$ cat src/rtl/wb_port_arbiter.sv
// wb_port_arbiter: shares the single register-file write port between ALU results
// and variable-latency load returns, buffering ALU results while a load owns the port.
`default_nettype none

module wb_port_arbiter #(
  parameter int DATA_W    = 32,
  parameter int REG_AW    = 5,
  parameter int BUF_DEPTH = 2
) (
  input  logic              clk,
  input  logic              rst,
  input  logic              alu_valid_m,
  input  logic [REG_AW-1:0] alu_rd_m,
  input  logic [DATA_W-1:0] alu_data_m,
  input  logic              ld_issue_m,
  input  logic [REG_AW-1:0] ld_rd_m,
  input  logic              mem_rvalid,
  input  logic [DATA_W-1:0] mem_rdata,
  output logic              stall_m,
  output logic              ld_busy,
  output logic              reg_write_w,
  output logic [REG_AW-1:0] write_rd_w,
  output logic              MemToReg_m,
  output logic [DATA_W-1:0] data_mem,
  output logic [DATA_W-1:0] data_alu,
  output logic              protocol_err
);

  localparam int PTR_W = $clog2(BUF_DEPTH);
  localparam int CNT_W = PTR_W + 1;
  localparam logic [CNT_W-1:0] FULL_COUNT = CNT_W'(BUF_DEPTH);

  logic [DATA_W-1:0] fifo_data [BUF_DEPTH];
  logic [REG_AW-1:0] fifo_rd   [BUF_DEPTH];
  logic [PTR_W-1:0]  head;
  logic [PTR_W-1:0]  tail;
  logic [CNT_W-1:0]  count;
  logic [REG_AW-1:0] pending_rd;

  logic              ld_ret;
  logic              alu_accept;
  logic              fifo_empty;
  logic              pop;
  logic              bypass;
  logic              push;
  logic              sel_valid;
  logic              sel_mem;
  logic [REG_AW-1:0] sel_rd;
  logic [DATA_W-1:0] sel_data;
  logic              write_en;

  // Full-buffer stall ignores a same-cycle pop to keep stall_m off the pop path.
  assign stall_m = (count == FULL_COUNT) ||
                   (alu_valid_m && ld_busy && (alu_rd_m == pending_rd) && (alu_rd_m != '0));

  always_comb begin
    ld_ret     = mem_rvalid && ld_busy;
    alu_accept = alu_valid_m && !stall_m;
    fifo_empty = (count == '0);
    pop        = !ld_ret && !fifo_empty;
    bypass     = !ld_ret && fifo_empty && alu_accept;
    push       = alu_accept && !bypass;

    sel_valid = 1'b0;
    sel_mem   = 1'b0;
    sel_rd    = '0;
    sel_data  = '0;
    if (ld_ret) begin
      sel_valid = 1'b1;
      sel_mem   = 1'b1;
      sel_rd    = pending_rd;
      sel_data  = mem_rdata;
    end else if (pop) begin
      sel_valid = 1'b1;
      sel_rd    = fifo_rd[head];
      sel_data  = fifo_data[head];
    end else if (bypass) begin
      sel_valid = 1'b1;
      sel_rd    = alu_rd_m;
      sel_data  = alu_data_m;
    end
    // r0 writes still burn their slot but look like an idle cycle downstream.
    write_en = sel_valid && (sel_rd != '0);
  end

  always_ff @(posedge clk) begin
    if (push) begin
      fifo_data[tail] <= alu_data_m;
      fifo_rd[tail]   <= alu_rd_m;
    end
  end

  always_ff @(posedge clk) begin
    if (rst) begin
      head         <= '0;
      tail         <= '0;
      count        <= '0;
      ld_busy      <= 1'b0;
      pending_rd   <= '0;
      protocol_err <= 1'b0;
      reg_write_w  <= 1'b0;
      write_rd_w   <= '0;
      MemToReg_m   <= 1'b0;
      data_mem     <= '0;
      data_alu     <= '0;
    end else begin
      if (push) tail <= tail + PTR_W'(1);
      if (pop)  head <= head + PTR_W'(1);
      case ({push, pop})
        2'b10:   count <= count + CNT_W'(1);
        2'b01:   count <= count - CNT_W'(1);
        default: count <= count;
      endcase

      // A returning load frees the tracker in time to accept a same-cycle issue.
      if (ld_ret) begin
        ld_busy <= ld_issue_m;
        if (ld_issue_m) pending_rd <= ld_rd_m;
      end else if (ld_issue_m && !ld_busy) begin
        ld_busy    <= 1'b1;
        pending_rd <= ld_rd_m;
      end

      if ((ld_issue_m && ld_busy && !ld_ret) || (mem_rvalid && !ld_busy))
        protocol_err <= 1'b1;

      reg_write_w <= write_en;
      if (write_en) begin
        write_rd_w <= sel_rd;
        MemToReg_m <= sel_mem;
        if (sel_mem) data_mem <= sel_data;
        else         data_alu <= sel_data;
      end
    end
  end

endmodule

`default_nettype wire

$ cat config.mk
export PLATFORM = sky130hd
export DESIGN_NAME = wb_port_arbiter
export DESIGN_NICKNAME = d
export VERILOG_FILES = /design/src/rtl/wb_port_arbiter.sv
export SDC_FILE = /design/constraint.sdc
export NUM_CORES = 1
export LEC_CHECK = 0
export BUFFER_PORTS_ARGS = -buffer_cell sky130_fd_sc_hd__buf_2
export CORE_ASPECT_RATIO = 1.2
export CORE_MARGIN = 3
export CORE_UTILIZATION = 45
export CTS_BUF_LIST = sky130_fd_sc_hd__clkbuf_4 sky130_fd_sc_hd__clkbuf_8
export DETAILED_ROUTE_END_ITERATION = 12
export GPL_TIMING_DRIVEN = 1
export PLACE_DENSITY = 0.66
export SLEW_MARGIN = 0
export SYNTH_ARGS = -nofsm -noshare
export SYNTH_HDL_FRONTEND = slang
export SYNTH_SLANG_ARGS = --single-unit
$ cat constraint.sdc
create_clock -name clk -period 9.5 [get_ports clk]
set_input_delay 0.475 -clock clk [delete_from_list [all_inputs] [get_ports clk]]
set_output_delay 0.475 -clock clk [all_outputs]
set_load 0.03 [all_outputs]
# ---- Word level (Yosys, flattened, before mapping)
# Memory sizes are Yosys's and may differ from the RTL's. A register that Yosys moved wholly into a read port is not among the register bits.
# Index checks and enable logic that the tools add are counted.
dict set report classes {
  n_addsub 4
  n_mux 22
  n_eq_ne 5
  n_reduce_logical 29
  bitwise_logic 1
}
# cell count
set op_table {}
lappend op_table {{32-bit two-way mux} 3}
lappend op_table {{5-bit two-way mux} 6}
lappend op_table {{1-bit logical AND} 14}
lappend op_table {{1-bit two-way mux} 12}
lappend op_table {{5-bit nonzero test} 2}
lappend op_table {{2-bit AND reduction} 3}
lappend op_table {{5-bit equality test} 1}
lappend op_table {{1-bit zero test} 5}
lappend op_table {{2-bit equality test (second input constant)} 2}
lappend op_table {{2-bit one-hot mux with 2 select lines} 1}
lappend op_table {{2-bit nonzero test} 2}
lappend op_table {{1-bit adder (second input constant)} 2}
lappend op_table {{2-bit by 1-bit adder with 2-bit output (second input constant)} 1}
lappend op_table {{2-bit by 1-bit equality test with 1-bit output (second input constant)} 1}
lappend op_table {{2-bit zero test} 1}
lappend op_table {{1-bit logical OR} 2}
lappend op_table {{2-bit inequality test (second input constant)} 1}
lappend op_table {{2-bit by 1-bit subtractor with 2-bit output (second input constant)} 1}
lappend op_table {{1-bit inverter} 1}
dict set report word_totals {
  word_cells 74
  n_memories 2
  ramBits 74
  regBits 82
}
# name depth width rd rd_ports_with_merged_regs wr line
set mem_list {}
lappend mem_list {fifo_data 2 32 1 1 1 33} ;# logic [DATA_W-1:0] fifo_data [BUF_DEPTH];
lappend mem_list {fifo_rd 2 5 1 1 1 34} ;# logic [REG_AW-1:0] fifo_rd [BUF_DEPTH];

# ---- Longest topological paths before layout
# Gate-level depths: netlist of run 1.
dict set report depth {
  depth_word 13
  depth_mapped 10
  mapped_depth_nobuf 8
}

# ---- Worst setup path after synthesis of run 1
# No wires, ideal clock.
dict set report synth_timing {
  path_kind {reg-to-reg}
  start {reg pending_rd[0]}
  end {mem fifo_data[0][0] (enable)}
  setup_time_ns 0.431
  path_stages_with_launch 6
  arrival_ns 2.903
  setup_slack_ns 6.165
  path_cell_list {dfxtp_1 > nor4_1 > a211oi_1 > a21oi_2 > o21ai_0 > nor2_1}
}
dict set report synth_via {
  elab_chain_cells 11
}
# item line
set synth_lines {}
lappend synth_lines {{from (decl)} 38} ;# logic [REG_AW-1:0] pending_rd;
lappend synth_lines {{from (signal assigned)} 118} ;# if (ld_issue_m) pending_rd <= ld_rd_m;
lappend synth_lines {{from (signal assigned)} 121} ;# pending_rd <= ld_rd_m;
lappend synth_lines {{5-bit equality test *} 54} ;# (alu_valid_m && ld_busy && (alu_rd_m == pending_rd) && (alu_rd_m != '0));
lappend synth_lines {{1-bit logical AND * (2 in series)} 54}
lappend synth_lines {{1-bit logical OR *} 53} ;# assign stall_m = (count == FULL_COUNT) ||
lappend synth_lines {{1-bit zero test *} 58} ;# alu_accept = alu_valid_m && !stall_m;
lappend synth_lines {{1-bit logical AND *} 58}
lappend synth_lines {{1-bit logical AND} 61} ;# bypass = !ld_ret && fifo_empty && alu_accept;
lappend synth_lines {{1-bit zero test} 62} ;# push = alu_accept && !bypass;
lappend synth_lines {{1-bit logical AND *} 62}
lappend synth_lines {{1-bit two-way mux *} 87} ;# if (push) begin
lappend synth_lines {{1-bit two-way mux (implied by the code) *} 88} ;# fifo_data[tail] <= alu_data_m;
lappend synth_lines {{to (decl)} 33}
# Every way passes the cells marked *; elsewhere a longest branch is shown, timed or not.

# ---- Worst setup path in the final report of run 1
dict set report layout_timing {
  start {reg count[0]}
  end {reg data_alu[3]}
}
dict set report layout_via {
  elab_chain_cells 11
  word_cells_on_any_way 21
  classes_between {1 x eq/ne; 9 x mux; 11 x reduce/logical}
}
# item line
set layout_lines {}
lappend layout_lines {{from (decl)} 37} ;# logic [CNT_W-1:0] count;
lappend layout_lines {{from (signal assigned)} 110} ;# 2'b10: count <= count + CNT_W'(1);
lappend layout_lines {{from (signal assigned)} 111} ;# 2'b01: count <= count - CNT_W'(1);
lappend layout_lines {{from (signal assigned)} 112} ;# default: count <= count;
lappend layout_lines {{2-bit equality test} 53}
lappend layout_lines {{1-bit logical OR} 53}
lappend layout_lines {{1-bit zero test} 58}
lappend layout_lines {{1-bit logical AND} 58}
lappend layout_lines {{1-bit logical AND} 61}
lappend layout_lines {{5-bit two-way mux} 77} ;# end else if (bypass) begin
lappend layout_lines {{5-bit two-way mux} 73} ;# end else if (pop) begin
lappend layout_lines {{5-bit two-way mux} 68} ;# if (ld_ret) begin
lappend layout_lines {{5-bit nonzero test} 83} ;# write_en = sel_valid && (sel_rd != '0);
lappend layout_lines {{1-bit logical AND} 83}
lappend layout_lines {{2-bit AND reduction (no source line)} --}
lappend layout_lines {{to (signal assigned)} 132} ;# else data_alu <= sel_data;
lappend layout_lines {{to (decl)} 25} ;# output logic [DATA_W-1:0] data_alu,
# Parallel ways exist; a longest one is shown, timed or not.
# A chain may end at the register's enable or synchronous reset.

==> flow_metrics.tcl, run 1 <==
set metrics [dict create \
    status "completed" \
    preCtsSetupSlack_ns 6.045 \
    yosys_register_bits 157 \
    cts-root-buf "clkbuf_8" \
    finalHoldViolCount 0 \
    yosys.area.top_type "edfxtp_1" \
    finalSetupTns_ns 0 \
    start_util_pct 46.64 \
    final_common_cell "buf_2" \
    io_pins 153 \
    grt_pass1_vias 4565 \
    first_iter_violations 268 \
    ys.warnings.count 0 \
    fin_cells 850 \
    grt_max_degree 92 \
    finalCritPeriodShare_pct 36.26 \
    r2r_start "count[0]" \
    maxCapViolCount 0 \
    via_per_inst 5.308 \
    grt_pass1_wl_microns 22220 \
    htree_levels 4 \
    routabilityCongestion 0.8907 \
    syn-cell-area_sq_mm 0.006528 \
    postCtsResizedCells 0 \
    synth_edf_count 74 \
    design_power_total_mw 2.175 \
    leakage_nw 3.056 \
    dieArea_sq_mm 0.01599 \
    crit_type "reg2reg" \
    cts_setup_buffers 0 \
    synthCells 527 \
    clkSlewWorstSetupHoldPaths_ns 0.08 \
    crit_fanout 67 \
    avgSynthCellArea_sq_um 12.39 \
    drc 0 \
    drtAntennaViolNets 0 \
    synth_fp_nets 607 \
    multi_input_area_sq_mm 0.002362 \
    holdWs_ns 0.2352 \
    wire_per_inst_microns 16.51 \
    synth_top_area_share_pct 34.04 \
    dp_cells 818 \
    fin_area_sq_mm 0.007762 \
    antenna_found_initial 0 \
    finalCriticalPeriod_ns 3.445 \
    yosysUniqueCellTypes 46 \
    place_area_sq_mm 0.007382 \
    nets 746 \
    fp.dieH_microns 137.9 \
    cts_hold_buf 0 \
    track_usage_pct 18.02 \
    drv_slew 0 \
    final_cell_mix "151 x buf_2, 82 x dfxtp_1, 76 x mux2i_1" \
    p_per_area_mw_per_mm2 280.2 \
    wl_microns 14030 \
    fin_util_pct 55.46 \
    cts.sinks 157 \
    netlist_top_cells_area "edfxtp_1 34%, dfxtp_1 25%, mux2i_1 12%" \
    ys.flop_type "dfxtp_1" \
    core_region_area_sq_mm 0.01400 \
    async_flop_share_pct 0 \
    clock_skew_ns 0.01112 \
    grt_overflow_total 0 \
    die_w_microns 115.9 \
    row_count 47 \
    cp-end-kind "register" \
    dr.pass1.iters 5 \
    clockBufferDepth 2 \
    port_buffers 152 \
    insertion_delay_ns 0.44 \
    nFillCells 1221 \
    finalSetupViolCount 0 \
    vias 4512 \
    vdd_drop_max_uv 147.0 \
    postLayoutSetupSlackWorst_ns 6.055 \
    rsz0062_at_grt "no" \
    hpwl_microns 9299 \
    drive_gt1_share_pct 33.87 \
    cts_buffers 17 \
    fmax_mhz 290.3 \
    register_area_sq_mm 0.003885 \
    hp-class "in2reg" \
    cts_tree "built" \
    ys_seq_area_share_pct 59.50 \
    slew_headroom_pct 16.76 \
    area_growth_pct 18.92 \
    n_antenna_cell 0 \
    worst_pin_slew_ns 1.249 \
    critical_path.startpoint_type "register" \
    critPathLaunch "count[0]" \
    worstPathArrival_ns 3.71 \
    crit_required_ns 9.77 \
    worstHoldStart "alu_data_m[29]" \
]
==> sequential cells by signal, indices dropped and copies added, names as in the netlist, named ones only <==
| register | flops |
|---|---|
| data_mem | 32 |
| data_alu | 32 |
| reg_write_w | 1 |
| tail | 1 |
| head | 1 |
| MemToReg_m | 1 |
| ld_busy | 1 |
| pending_rd | 5 |
| fifo_rd | 10 |
| fifo_data | 64 |
| count | 2 |
| write_rd_w | 5 |
| protocol_err | 1 |
==> power by group <==
group	internal (mW)	total (mW)	switching, mW
clock	0.245	0.480	0.235
sequential	0.828	0.884	0.0565
combinational	0.274	0.811	0.537
total	1.35	2.17	0.829
==> critical path: stages (launching register included) <==
cell and delay (ns):
dfxtp_1 0.51, or2_2 1.02, a211oi_2 0.25, a2111oi_4 0.49
and3_4 0.30, a211o_4 0.50, a221oi_1 0.18
==> routing by layer <==
metal / routed length [microns] / track usage [%]
met1: 5846 / 20.61
met2: 6980 / 30.90
met3: 956 / 5.849
met4: 249 / 7.608
met5: 0 / 0
==> layout make-up <==
class	instances	share of cell area, %
Tap cell	171	2.756
Clock inverter	11	1.499
Clock buffer	21	3.401
Inverter	36	1.741
Timing Repair Buffer	155	10.12
Multi-Input combinational cell	299	30.43
Sequential cell	157	50.05
==> synthesized netlist by cell type (2+ instances only) <==
master and number:
dfxtp_1 83, mux2i_1 76, edfxtp_1 74, nor2_1 54, inv_1 36, nand2_1 36, o31ai_1 29, a221oi_2 27
clkbuf_1 19, a21oi_1 10, nand2b_1 8, o21ai_0 7, xor2_1 6, a31oi_1 5, buf_4 5, buf_1 4
buf_6 4, a211o_1 3, buf_2 3, nor3_1 3, xnor2_1 3, a221oi_1 2, mux2_2 2, nor2b_1 2
nor4_2 2, o21ai_1 2, o22ai_1 2, o32ai_1 2
==> cell families (layout without fill, tap and decap cells) <==
logic type                 after synthesis  after routing  share of synthesized area, %
AOI/OAI and AO/OA                      100            100                         14.80
xor gates and xnor gates                 9              9                         1.208
adders and majority gates                1              1                        0.1917
buffers and inverters                   71            223                         4.888
DFF                                    157            157                         59.50
muxes                                   78             78                         12.00
and+or+nand+nor                        111            111                         7.418
==> final timing paths <==
path                      endpoint  slack (ns)  depth (start not counted)
setup / recovery       data_alu[3]        6.06                          6
setup reg to reg       data_alu[3]        6.06                          6
hold reg to reg       data_alu[20]        0.46                          2
hold / removal    fifo_data[0][29]        0.24                          1
Note: power is estimated with default switching activity, not from simulation.
==> run 2: changes to the inputs <==
--- a/config.mk
+++ b/config.mk
@@ -12,7 +12,7 @@
 export CTS_BUF_LIST = sky130_fd_sc_hd__clkbuf_4 sky130_fd_sc_hd__clkbuf_8
 export DETAILED_ROUTE_END_ITERATION = 12
 export GPL_TIMING_DRIVEN = 1
-export PLACE_DENSITY = 0.66
+export PLACE_DENSITY = 0.68
 export SLEW_MARGIN = 0
 export SYNTH_ARGS = -nofsm -noshare
 export SYNTH_HDL_FRONTEND = slang
==> constraint.sdc (replaced) <==
create_clock -name clk -period 2.9 [get_ports clk]
set_input_delay 0.145 -clock clk [delete_from_list [all_inputs] [get_ports clk]]
set_output_delay 0.145 -clock clk [all_outputs]
set_load 0.03 [all_outputs]
==> run 2 against run 1 <==
Effect of this change: clock skew grew 0.0019 ns; critical path depth grew 2; power grew to 3.5 times the previous value; first-iteration DRC count shrank 26%; critical endpoint unchanged; highest routed layer unchanged.
==> flow_metrics.tcl, run 2 (synthesis results as in run 1) <==
set metrics [dict create \
    grt_max_degree 75 \
    finalCriticalPeriod_ns 2.658 \
    track_usage_pct 20.19 \
    drc 0 \
    clock_skew_ns 0.01307 \
    slew_headroom_pct 36.83 \
    row_count 47 \
    drtAntennaViolNets 0 \
    fmax_mhz 376.3 \
    core_region_area_sq_mm 0.01400 \
    preCtsSetupSlack_ns 0.1211 \
    clkSlewWorstSetupHoldPaths_ns 0.08 \
    regMostFlops "fifo_data" \
    finalCritPeriodShare_pct 91.64 \
    grt_overflow_total 0 \
    area_growth_pct 33.62 \
    port_buffers 152 \
    crit_required_ns 3.18 \
    finalHoldViolCount 0 \
    routabilityCongestion 0.8487 \
    rsz0062_at_grt "no" \
    grt_pass1_vias 5025 \
    cts_tree "built" \
    wl_microns 16000 \
    maxCapViolCount 0 \
    cts_buffers 17 \
    worstPathArrival_ns 2.94 \
    vias 4939 \
    start_util_pct 46.64 \
    dieArea_sq_mm 0.01599 \
    p_per_area_mw_per_mm2 870.5 \
    crit_type "in2reg" \
    clockBufferDepth 2 \
    io_pins 153 \
    status "completed" \
    worst_pin_slew_ns 0.9475 \
    cts.sinks 157 \
    htree_levels 4 \
    dr.pass1.iters 6 \
    n_antenna_cell 0 \
    via_per_inst 5.249 \
    die_w_microns 115.9 \
    finalSetupTns_ns 0 \
    largest_register_ffs 64 \
    leakage_nw 3.480 \
    final_cell_mix "151 x buf_2, 82 x dfxtp_1, 76 x mux2i_1" \
    antenna_found_initial 0 \
    hp-class "in2reg" \
    hpwl_microns 10060 \
    critical_path.startpoint_type "input port" \
    vdd_drop_max_uv 430.0 \
    postLayoutSetupSlackWorst_ns 0.2425 \
    cp-end-kind "register" \
    insertion_delay_ns 0.45 \
    dp_cells 833 \
    final_common_cell "buf_2" \
    grt_pass1_wl_microns 24900 \
    drive_gt1_share_pct 32.08 \
    drv_slew 0 \
    reg.largest.list "fifo_data (64), data_alu (32), data_mem (32)" \
    fin_util_pct 62.32 \
    first_iter_violations 199 \
    fin_cells 941 \
    crit_fanout 32 \
    cts-root-buf "clkbuf_8" \
    nets 837 \
    fp.dieH_microns 137.9 \
    wire_per_inst_microns 17.00 \
    finalSetupViolCount 0 \
]
==> run 2: cell count changes in the layout (fill, tap and decap cells not counted), sizes merged <==
cell / delta
bufinv: +2
clkbuf: +2
buf: +15
inv: -4
a21oi: +1
dlygate4sd3: +75
==> run 2: stage by stage <==
step / area (sq um) / power [mW] / hold slack (ns)
global placement: 7495 / 5.654 / 0.3494
CTS: 8712 / 7.628 / 0.05762
detailed placement: 7495 / 5.705 / 0.3541
finish: 8722 / 7.593 / 0.09226
global route: 8722 / 8.014 / 0.07507
floorplan: 6528 / 5.005 / 0.2439
==> run 2: critical path, stage by stage <==
cell	delay [ns]
dlygate4sd3_1	0.53
buf_2	0.17
xor2_1	0.15
a211oi_1	0.43
a21oi_2	0.13
a31oi_1	0.58
a211o_4	0.62
a221oi_1	0.18
==> run 2: final timing paths <==
| check | start | endpoint | slack (ns) | cells past startpoint |
|---|---|---|---|---|
| setup reg to reg | pending_rd[4] | data_alu[3] | 0.25 | 6 |
| setup / recovery | alu_rd_m[1] | data_alu[3] | 0.24 | 8 |
| hold reg to reg | data_alu[24] | data_alu[24] | 0.46 | 2 |
| hold / removal | mem_rvalid | protocol_err | 0.09 | 3 |
==> run 2: what timing repair did <==
action                                  in CTS  in global routing
hold endpoints to repair                   113                  0
hold buffers                                75                  0
endpoints found under the setup margin       0                  9
setup buffers                                0                  0
resized for setup                            0                  1
==> run 2: layout make-up <==
| type | instances | area [sq um] |
|---|---|---|
| Fill cell | 1107 | 5274 |
| Sequential cell | 157 | 3885 |
| Multi-Input combinational cell | 300 | 2372 |
| Timing Repair Buffer | 245 | 1649 |
| Clock buffer | 23 | 310.3 |
| Tap cell | 171 | 214.0 |
| Clock inverter | 9 | 156.4 |
| Inverter | 36 | 135.1 |
==> run 2: metal layers <==
layer / global-route usage (%) / up-vias / share of wire, %
li1: - / 2388 / -
met1: 24.02 / 2371 / 42
met2: 34.29 / 159 / 50
met3: 5.849 / 21 / 6.1
met4: 8.124 / 0 / 1.8
met5: 0 / - / 0
==> run 2: power breakdown <==
part	switching [mW]	leakage (nW)	internal (mW)	total (mW)
clock network	0.768	0.239	1.06	1.83
logic	1.83	1.88	1.01	2.84
registers	0.210	1.36	2.71	2.92
